### src/rtl/dcache_responder.sv
// Direct-mapped, one-word-line, write-through / no-write-allocate data cache.
// One-cycle load hits; misses and stores go to backing memory over a valid/ready port.
module dcache_responder #(
  parameter int LINES = 16
) (
  input  logic        clk,
  input  logic        reset,
  input  logic [31:0] cpu_addr,
  input  logic        cpu_re,
  input  logic [3:0]  cpu_we,
  input  logic [31:0] cpu_din,
  output logic [31:0] cpu_dout,
  output logic        stall,
  output logic        mem_req_valid,
  output logic        mem_req_rw,
  output logic [31:0] mem_req_addr,
  output logic [31:0] mem_req_data,
  output logic [3:0]  mem_req_mask,
  input  logic        mem_req_ready,
  input  logic        mem_resp_valid,
  input  logic [31:0] mem_resp_data
);

  localparam int IDX = $clog2(LINES);
  localparam int TW  = 30 - IDX;

  typedef enum logic [1:0] {
    IDLE,
    RD_REQ,
    RD_WAIT,
    WR_REQ
  } state_t;

  state_t r_state;
  state_t w_next;

  logic [31:0] r_addr;
  logic [31:0] r_din;
  logic [31:0] r_dout;
  logic [3:0]  r_we;
  logic        r_pend;

  logic [LINES-1:0] r_valid;
  logic [TW-1:0]    r_tag  [LINES];
  logic [31:0]      r_data [LINES];

  logic [IDX-1:0] w_idx;
  logic [TW-1:0]  w_tag;
  logic [31:0]    w_line;
  logic [31:0]    w_merged;
  logic           w_store;
  logic           w_hit;
  logic           w_lookup;
  logic           w_ld_hit;
  logic           w_st_hit;
  logic           w_fill;
  logic           w_done;
  logic           w_new;
  logic           w_stall;
  logic           w_unused;

  assign w_unused = ^cpu_addr[1:0];

  assign w_idx    = r_addr[IDX+1:2];
  assign w_tag    = r_addr[31:IDX+2];
  assign w_line   = r_data[w_idx];
  assign w_store  = |r_we;
  assign w_hit    = r_valid[w_idx] && (r_tag[w_idx] == w_tag);
  assign w_lookup = (r_state == IDLE) && r_pend;
  assign w_ld_hit = w_lookup && !w_store && w_hit;
  assign w_st_hit = w_lookup && w_store && w_hit;
  assign w_fill   = (r_state == RD_WAIT) && mem_resp_valid;
  assign w_done   = w_fill || ((r_state == WR_REQ) && mem_req_ready);
  assign w_new    = cpu_re || (|cpu_we);

  always_comb begin
    w_merged = w_line;
    for (int i = 0; i < 4; i++) begin
      if (r_we[i]) begin
        w_merged[8*i +: 8] = r_din[8*i +: 8];
      end
    end
  end

  always_comb begin
    w_next        = r_state;
    w_stall       = 1'b0;
    mem_req_valid = 1'b0;
    mem_req_rw    = 1'b0;
    unique case (r_state)
      IDLE: begin
        if (r_pend && w_store) begin
          w_stall = 1'b1;
          w_next  = WR_REQ;
        end else if (r_pend && !w_hit) begin
          w_stall = 1'b1;
          w_next  = RD_REQ;
        end
      end
      RD_REQ: begin
        w_stall       = 1'b1;
        mem_req_valid = 1'b1;
        if (mem_req_ready) w_next = RD_WAIT;
      end
      RD_WAIT: begin
        w_stall = 1'b1;
        if (mem_resp_valid) w_next = IDLE;
      end
      WR_REQ: begin
        w_stall       = 1'b1;
        mem_req_valid = 1'b1;
        mem_req_rw    = 1'b1;
        if (mem_req_ready) w_next = IDLE;
      end
      default: w_next = IDLE;
    endcase
  end

  assign stall        = w_stall;
  assign mem_req_addr = mem_req_valid ? r_addr : 32'h0;
  assign mem_req_data = mem_req_rw ? r_din : 32'h0;
  assign mem_req_mask = mem_req_rw ? r_we : 4'h0;
  assign cpu_dout     = w_ld_hit ? w_line : r_dout;

  always_ff @(posedge clk or negedge reset) begin
    if (!reset) begin
      r_state <= IDLE;
      r_pend  <= 1'b0;
      r_addr  <= 32'h0;
      r_din   <= 32'h0;
      r_we    <= 4'h0;
      r_dout  <= 32'h0;
      r_valid <= '0;
    end else begin
      r_state <= w_next;
      if (!w_stall) begin
        r_pend <= w_new;
        if (w_new) begin
          r_addr <= {cpu_addr[31:2], 2'b00};
          r_din  <= cpu_din;
          r_we   <= cpu_we;
        end
      end else if (w_done) begin
        r_pend <= 1'b0;
      end
      if (w_ld_hit) r_dout <= w_line;
      if (w_fill) begin
        r_dout         <= mem_resp_data;
        r_valid[w_idx] <= 1'b1;
      end
    end
  end

  // Tag and data arrays carry no reset; r_valid alone decides hits.
  always_ff @(posedge clk) begin
    if (w_fill) begin
      r_data[w_idx] <= mem_resp_data;
      r_tag[w_idx]  <= w_tag;
    end else if (w_st_hit) begin
      r_data[w_idx] <= w_merged;
    end
  end

endmodule

### config.mk
export PLATFORM = sky130hd
export DESIGN_NAME = dcache_responder
export DESIGN_NICKNAME = d
export VERILOG_FILES = /design/src/rtl/dcache_responder.sv
export SDC_FILE = /design/constraint.sdc
export NUM_CORES = 1
export LEC_CHECK = 0
export BUFFER_PORTS_ARGS = -buffer_cell sky130_fd_sc_hd__clkbuf_2
export CORE_MARGIN = 1.5
export CORE_UTILIZATION = 33
export DETAILED_ROUTE_END_ITERATION = 6
export PLACE_DENSITY = 0.52
export SLEW_MARGIN = 20
export SYNTH_ARGS = -nofsm -noshare
export SYNTH_HDL_FRONTEND = slang
export SYNTH_SLANG_ARGS = --single-unit
export TNS_END_PERCENT = 1
### constraint.sdc
create_clock -name clk -period 9 [get_ports clk]
set_clock_uncertainty 0.1 [all_clocks]
set_input_delay 1.35 -clock clk [delete_from_list [all_inputs] [get_ports clk]]
set_output_delay 1.35 -clock clk [all_outputs]
set_load 0.1 [all_outputs]
==> results by group, run 1 <==
Floorplanning
  – # IOs: 208
  – Cell row count: 131
  – Core ar.: 0.128 mm^2
  – Chip height: 362 um
  – Die Width: 362 um
  – Initial Util: 33.3%
  – Full die area: 0.131 mm^2

STA
  – Setup TNS: 0 ps
  – Fin crit period: 7490 ps
  – Crit share post-route: 83.2%
  – Hold WS: 363 ps
  – Max transition margin: 29.6%
  – Worst slew pin tran: 1060 ps
  – Final Slew Violations: 0
  – Final count of hold timing violations: 0
  – RSZ-0062 raised after global routing: no
  – Setup Viol. Count Final: 0
  – Fmax: 134 MHz

Setup path
  – Worst Setup SP: r_addr[3]
  – Reg2reg path depth: 13
  – Reg-to-reg endpoint: r_data[4][20]
  – Crit Path Max Fanout: 78
  – Worst reg2reg startpoint: r_addr[3]
  – Critical path data required time: 7550 ps
  – Crit path arrival time: 6040 ps
  – WS Path Type: reg2out
  – Reg2Reg Setup Slack: 2570 ps
  – Critical Path Sink Type: output pin
  – Startpoint types: flop

Clock network
  – Later-pin clock latency in the skew report: 700 ps
  – Clock Path Buffers: 3
  – Worst-path clk slew: 60 ps
  – Resize count post-CTS: 0
  – Clock Root Buffer: clkbuf_16
  – Post-cts hold buffer count: 0
  – Post-CTS setup buffer count: 0
  – CTS tree: yes
  – H-tree levels: 3
  – Clock sink count: 1,045
  – CTS Buf Count: 112

Pwr
  – PwrDens: 351 mW/mm^2
  – Worst vdd ir: 251 uV
  – P_leak: 16.8 nW
  – Tot Pwr: 17.4 mW

Synth
  – Post-synth EDFFs: 928
  – Seq/Total Area, Yosys: 72.5%
  – Cell Area, Synth: 0.0425 mm^2
  – Yosys reg bits: 1,045
  – Synth Flop Type: edfxtp_1
  – Syn Inst Count: 2,143
  – Yosys top cell area share: 65.6%
  – Synth area leader: edfxtp_1
  – Async S/R FF share, synth: 11.2%
  – Syn avg cell area: 19.8 um^2
  – Top cells by area, synth: edfxtp_1, mux4_2, dfrtp_1, mux2_2, mux2i_1
  – Synth unique cells: 64
  – Number of synthesis warnings: 0

Layout
  – Commonest non-fill, non-tap cells in the layout: edfxtp_1, mux4_2, clkbuf_2
  – Synth-to-layout area growth: 16.5%
  – Multi-input logic area: 0.0113 mm^2
  – Nets: 2,501
  – Fillers: 11,500
  – Reg area: 0.0308 mm^2
  – Layout cells sized above 1: 35.9%
  – Fin cells: 4,155
  – Commonest non-fill, non-tap cell in the layout: edfxtp_1

Route
  – DRT iter0 DRCs: 1,964
  – DRT Wirelength: 111,000 um
  – Drt pass-1 iters: 5
  – DR WL/cell: 26.6 um
  – Remaining antenna violation count: 0
  – Via density: 5.24
  – DRC: 0
  – Vias after detailed routing: 21,800

Placed design
  – Buffers on Ports: 203
  – Detail Placement HPWL: 61,700 um
  – GP Congestion: 0.780
  – Cells after DPL: 3,944

GRT
  – GR Util All Layers: 16.8%
  – Vias in the first global route: 22,800
  – Largest net degree at the start of global routing: 108
  – Initial antenna violation count: 6
  – First-pass GRT wire length: 160,000 um
  – GRT overflow: 0

Hold path
  – Hold Crit Depth: 1
  – Hold Crit Start: r_valid[12]
  – Hold WC Path Type: reg2reg
  – Min-Delay Endpoint: r_valid[12]

Outcome
  – Outcome: finished, final reports clean

Job
  – Max_cap viols: 0
## stage by stage
| stage | area (um^2) | setup WS (ps) | utilization, % |
|---|---|---|---|
| 6_report | 49500 | 1510 | 38.8 |
| 5_1_grt | 49500 | 1180 | 38.8 |
| 4_1_cts | 49500 | 1340 | 38.8 |
| 3_5_place_dp | 45800 | 2120 | 35.9 |
| 3_3_place_gp | 45800 | 2110 | 35.8 |
| 2_1_floorplan | 42500 | 647 | - |
## critical path, stage by stage (launching register included)
cell and delay [ps]:
dfrtp_4 1040, buf_12 500, mux4_2 570, mux2i_1 170
xor2_1 150, nand2_1 90, nor4_1 670, o2111ai_1 220
or3_4 710, nand2b_1 310, nand2_1 200, clkbuf_2 500
## worst max-delay path by stage
stage,to,cells after the start
floorplan,r_data[0][0],11
global placement,cpu_dout[21],11
detailed placement,cpu_dout[21],11
CTS,cpu_dout[21],11
global route,cpu_dout[21],11
finish,cpu_dout[21],11
## synthesized netlist by cell type (all sizes together) (5+ instances only)
cell type / number
inv: 14
a21oi: 8
a2111oi: 5
a21o: 6
and3: 41
nor3: 5
a211oi: 17
buf: 71
edfxtp: 928
a221oi: 7
xnor2: 9
o22ai: 6
dfrtp: 117
and2: 34
nor2b: 8
a31oi: 31
nand2: 77
nand2b: 32
o221ai: 5
a22o: 7
nand4: 5
nor4: 5
xor2: 17
nand3: 7
a22oi: 22
nor2: 52
clkbuf: 55
mux4: 241
or2: 19
mux2i: 97
mux2: 153
o21ai: 11
## logic make-up (layout without fill, tap and decap cells)
kind of cell | after synthesis | count (layout) | synth area share, %
AND/OR/NAND/NOR | 294 | 294 | 3.60
XOR/XNOR | 26 | 26 | 0.536
flip-flops | 1045 | 1045 | 72.5
multiplexers | 491 | 491 | 19.2
AO/OA/AOI/OAI | 145 | 145 | 2.48
buffers and inverters | 141 | 489 | 1.68
other | 1 | 3 | 0.00882
## state kept, by name, indices dropped and copies added (netlist names)
register  flops
r_valid      16
r_dout       32
r_pend        1
r_din        32
r_we          4
r_state       2
r_tag       416
r_data      512
r_addr       30
## per-layer routing
layer  up-vias  track usage [%]  part of all wire [%]
met5         -                0                     0
met4         0             4.05                   1.9
met3       138             2.55                   6.5
met2       718             27.1                    47
met1     11700             23.9                    44
li1       9240                -                     -
## area by class of cell
cell class                      instances  share of cell area (%)
Clock buffer                          146                    6.14
Clock inverter                         64                    1.35
Tap cell                             1662                    4.20
Multi-Input combinational cell        958                    22.8
Timing Repair Buffer                  264                    3.08
Antenna cell                            1                 0.00506
Sequential cell                      1045                    62.3
Inverter                               15                   0.114
## power by group
| part | internal [mW] | switching (mW) | total (mW) | leakage [nW] |
|---|---|---|---|---|
| logic | 2.25 | 3.75 | 6.00 | 5.27 |
| registers | 6.07 | 0.669 | 6.74 | 9.72 |
| clock network | 2.70 | 1.91 | 4.61 | 1.81 |
Power figures use the tool's default switching activity.
==> run 2: changes to the inputs <==
- PLACE_DENSITY: 0.52 -> 0.5
- clock period: 9 -> 7.8 ns (I/O delays scaled with it)
==> run 2 against run 1 <==
  * Register-to-register slack worse by 890 ps
  * Count of clock-buffer cells in the layout down 8
  * Non-clock buffer count increased by 12
  * Setup slack worse by 710 ps
  * Sequential share of layout area hardly changed
  * Power is 15% higher
  * Combinational power grew 17%
  * Critical path depth unchanged
  * Die area is the same
  * Critical endpoint is now cpu_dout[26]
  * Largest cell class unchanged
==> results by group, run 2 (synthesis gave the netlist of run 1 again) <==
Clock network
  – Later-pin clock latency in the skew report: 730 ps (was 700 ps)
  – Clock sink count: 1,045 (unchanged)
  – CTS tree: yes (unchanged)
  – Worst-path clk slew: 60 ps (about the same)
  – Resize count post-CTS: 0 (unchanged)
  – Clock Root Buffer: clkbuf_16 (unchanged)
  – Clock Path Buffers: 3 (unchanged)
  – CTS Buf Count: 112 (unchanged)
  – H-tree levels: 3 (unchanged)
  – Post-cts hold buffer count: 0 (unchanged)
  – Post-CTS setup buffer count: 0 (unchanged)

Layout
  – Nets: 2,513 (was 2,501)
  – Most flops, register: r_data (unchanged)
  – Multi-input logic area: 0.0113 mm^2 (unchanged)
  – Synth-to-layout area growth: 16.4% (was 16.5%)
  – Number of flip-flops under the largest register name: 512 (unchanged)
  – Reg area: 0.0308 mm^2 (unchanged)
  – Commonest non-fill, non-tap cell in the layout: edfxtp_1 (unchanged)
  – Final Cell Area: 0.0495 mm^2 (about the same)
  – Largest regs: r_data (512), r_tag (416) (unchanged)
  – Layout cells sized above 1: 35.9% (about the same)
  – Commonest non-fill, non-tap cells in the layout: edfxtp_1, mux4_2, clkbuf_2 (unchanged)
  – Fillers: 11,500 (about the same)

Floorplanning
  – # IOs: 208 (unchanged)
  – Cell row count: 131 (unchanged)
  – Die Width: 362 um (unchanged)
  – Initial Util: 33.3% (unchanged)
  – Chip height: 362 um (unchanged)
  – Core ar.: 0.128 mm^2 (unchanged)
  – Full die area: 0.131 mm^2 (unchanged)

GRT
  – GRT overflow: 0 (unchanged)
  – Initial antenna violation count: 8 (was 6)
  – GR Util All Layers: 17.1% (was 16.8%)
  – Largest net degree at the start of global routing: 73 (was 108)
  – Vias in the first global route: 23,100 (was 22,800)
  – First-pass GRT wire length: 162,000 um (was 160,000 um)

Setup path
  – Critical Path Sink Type: output pin (unchanged)
  – CP peak stage delay: 1000 ps (was 1040 ps)
  – Crit Path Max Fanout: 57 (was 78)
  – WS Path Type: reg2out (unchanged)
  – Crit path arrival time: 5720 ps (was 6040 ps)
  – Startpoint types: flop (unchanged)
  – Most common cell on crit path: nand2_1 (unchanged)
  – Worst path cell trace: buf_4 > nand2_1 > o22ai_1 > nor3_1 > a31oi_1 > a41o_1 > o2111ai_1 > or3_4 > nand2b_1 > nand2_1 > clkbuf_2 (was buf_12 > mux4_2 > mux2i_1 > xor2_1 > nand2_1 > nor4_1 > o2111ai_1 > or3_4 > nand2b_1 > nand2_1 > clkbuf_2)
  – Critical path data required time: 6530 ps (was 7550 ps)
  – Crit path max-delay cell type: dfrtp_4 (unchanged)

STA
  – Crit share post-route: 89.7%
  – Final count of hold timing violations: 0 (unchanged)
  – Final Slew Violations: 0 (unchanged)
  – RSZ-0062 raised after global routing: no (unchanged)
  – Worst slew pin tran: 1160 ps (was 1060 ps)
  – Setup Viol. Count Final: 0 (unchanged)
  – Fmax: 143 MHz
  – Fin crit period: 6990 ps
  – Max transition margin: 23.0% (was 29.6%)

Route
  – DRC: 0 (unchanged)
  – DRT iter0 DRCs: 1,961 (was 1,964)
  – DRT Wirelength: 112,000 um (was 111,000 um)
  – Remaining antenna violation count: 0 (unchanged)
  – Vias after detailed routing: 21,900 (was 21,800)
  – Via density: 5.24 (about the same)
  – DR WL/cell: 26.8 um (was 26.6 um)
  – Drt pass-1 iters: 5 (unchanged)

Placed design
  – GP Congestion: 0.785 (was 0.780)
  – Placed Area: 0.0459 mm^2 (was 0.0458 mm^2)
  – Buffers on Ports: 203 (unchanged)
  – Detail Placement HPWL: 62,700 um (was 61,700 um)

Pwr
  – PwrDens: 404 mW/mm^2 (was 351 mW/mm^2)
  – Tot Pwr: 20.0 mW (was 17.4 mW)
  – P_leak: 16.8 nW (about the same)
  – Worst vdd ir: 303 uV (was 251 uV)

Outcome
  – Outcome: finished, final reports clean (unchanged)

Hold path
  – Hold WC Path Type: reg2reg (unchanged)

Job
  – Max_cap viols: 0 (unchanged)
## run 2: changes by cell type in the layout (fill, tap and decap cells not counted)
cell       delta
clkinv_8      +2
clkinv_1      +8
clkbuf_1      -1
bufinv_16     -3
buf_6         -2
clkinv_4      +1
inv_16        +2
clkinv_2      -1
inv_6         -3
buf_4        +14
clkbuf_8      -7
diode_2       +2
## run 2: final cells by class
type / instances / area share, %
Clock buffer: 138 / 5.94
Clock inverter: 70 / 1.33
Multi-Input combinational cell: 958 / 22.9
Sequential cell: 1045 / 62.3
Antenna cell: 3 / 0.0152
Timing Repair Buffer: 276 / 3.25
Tap cell: 1662 / 4.20
Inverter: 15 / 0.114
## run 2: path summary, 6_finish.rpt
check                                  to  cells after the start  slack, ps         from
setup / recovery             cpu_dout[26]                     11        810    r_addr[2]
hold / removal                r_valid[13]                      1        370  r_valid[13]
setup reg to reg           r_data[12][18]                     13       1680    r_addr[2]
hold reg to reg               r_valid[13]                      1        370  r_valid[13]
max in group asynchronous       r_din[17]                      2       5850        reset
min in group asynchronous      r_addr[24]                      1        410        reset
## run 2: power by group
part           switching [mW]  internal, mW
logic                    4.43          2.63
registers               0.724          7.00
clock network            2.23          2.95
total                    7.38          12.6
## run 2: metal layers
metal / vias up / wire length [um] / global-route usage (%)
li1: 9278 / - / -
met1: 11700 / 47500 / 23.0
met2: 703 / 53000 / 27.6
met3: 188 / 8030 / 3.88
met4: 4 / 3270 / 5.23
met5: - / 27 / 0
## run 2: worst max-delay path: cells and delay by family, from the launching register on
| family | cells | cell delay [ps] |
|---|---|---|
| AND/OR/NAND/NOR | 5 | 1660 |
| AO/OA/AOI/OAI | 4 | 1110 |
| flip-flops | 1 | 1000 |
| buffers and inverters | 2 | 1090 |
## run 2: metrics by stage
step           std cells  TNS (ps)  util, %  hold WS, ps  setup slack [ps]
3_3_place_gp        3956         0     35.9          345              1550
2_1_floorplan       2144    -70800        -          334              -553
4_1_cts             4164         0     38.7          367               723
5_1_grt             4164         0     38.7          385               407
6_report            4167         0     38.7          366               806
3_5_place_dp        3956         0     35.9          348              1530
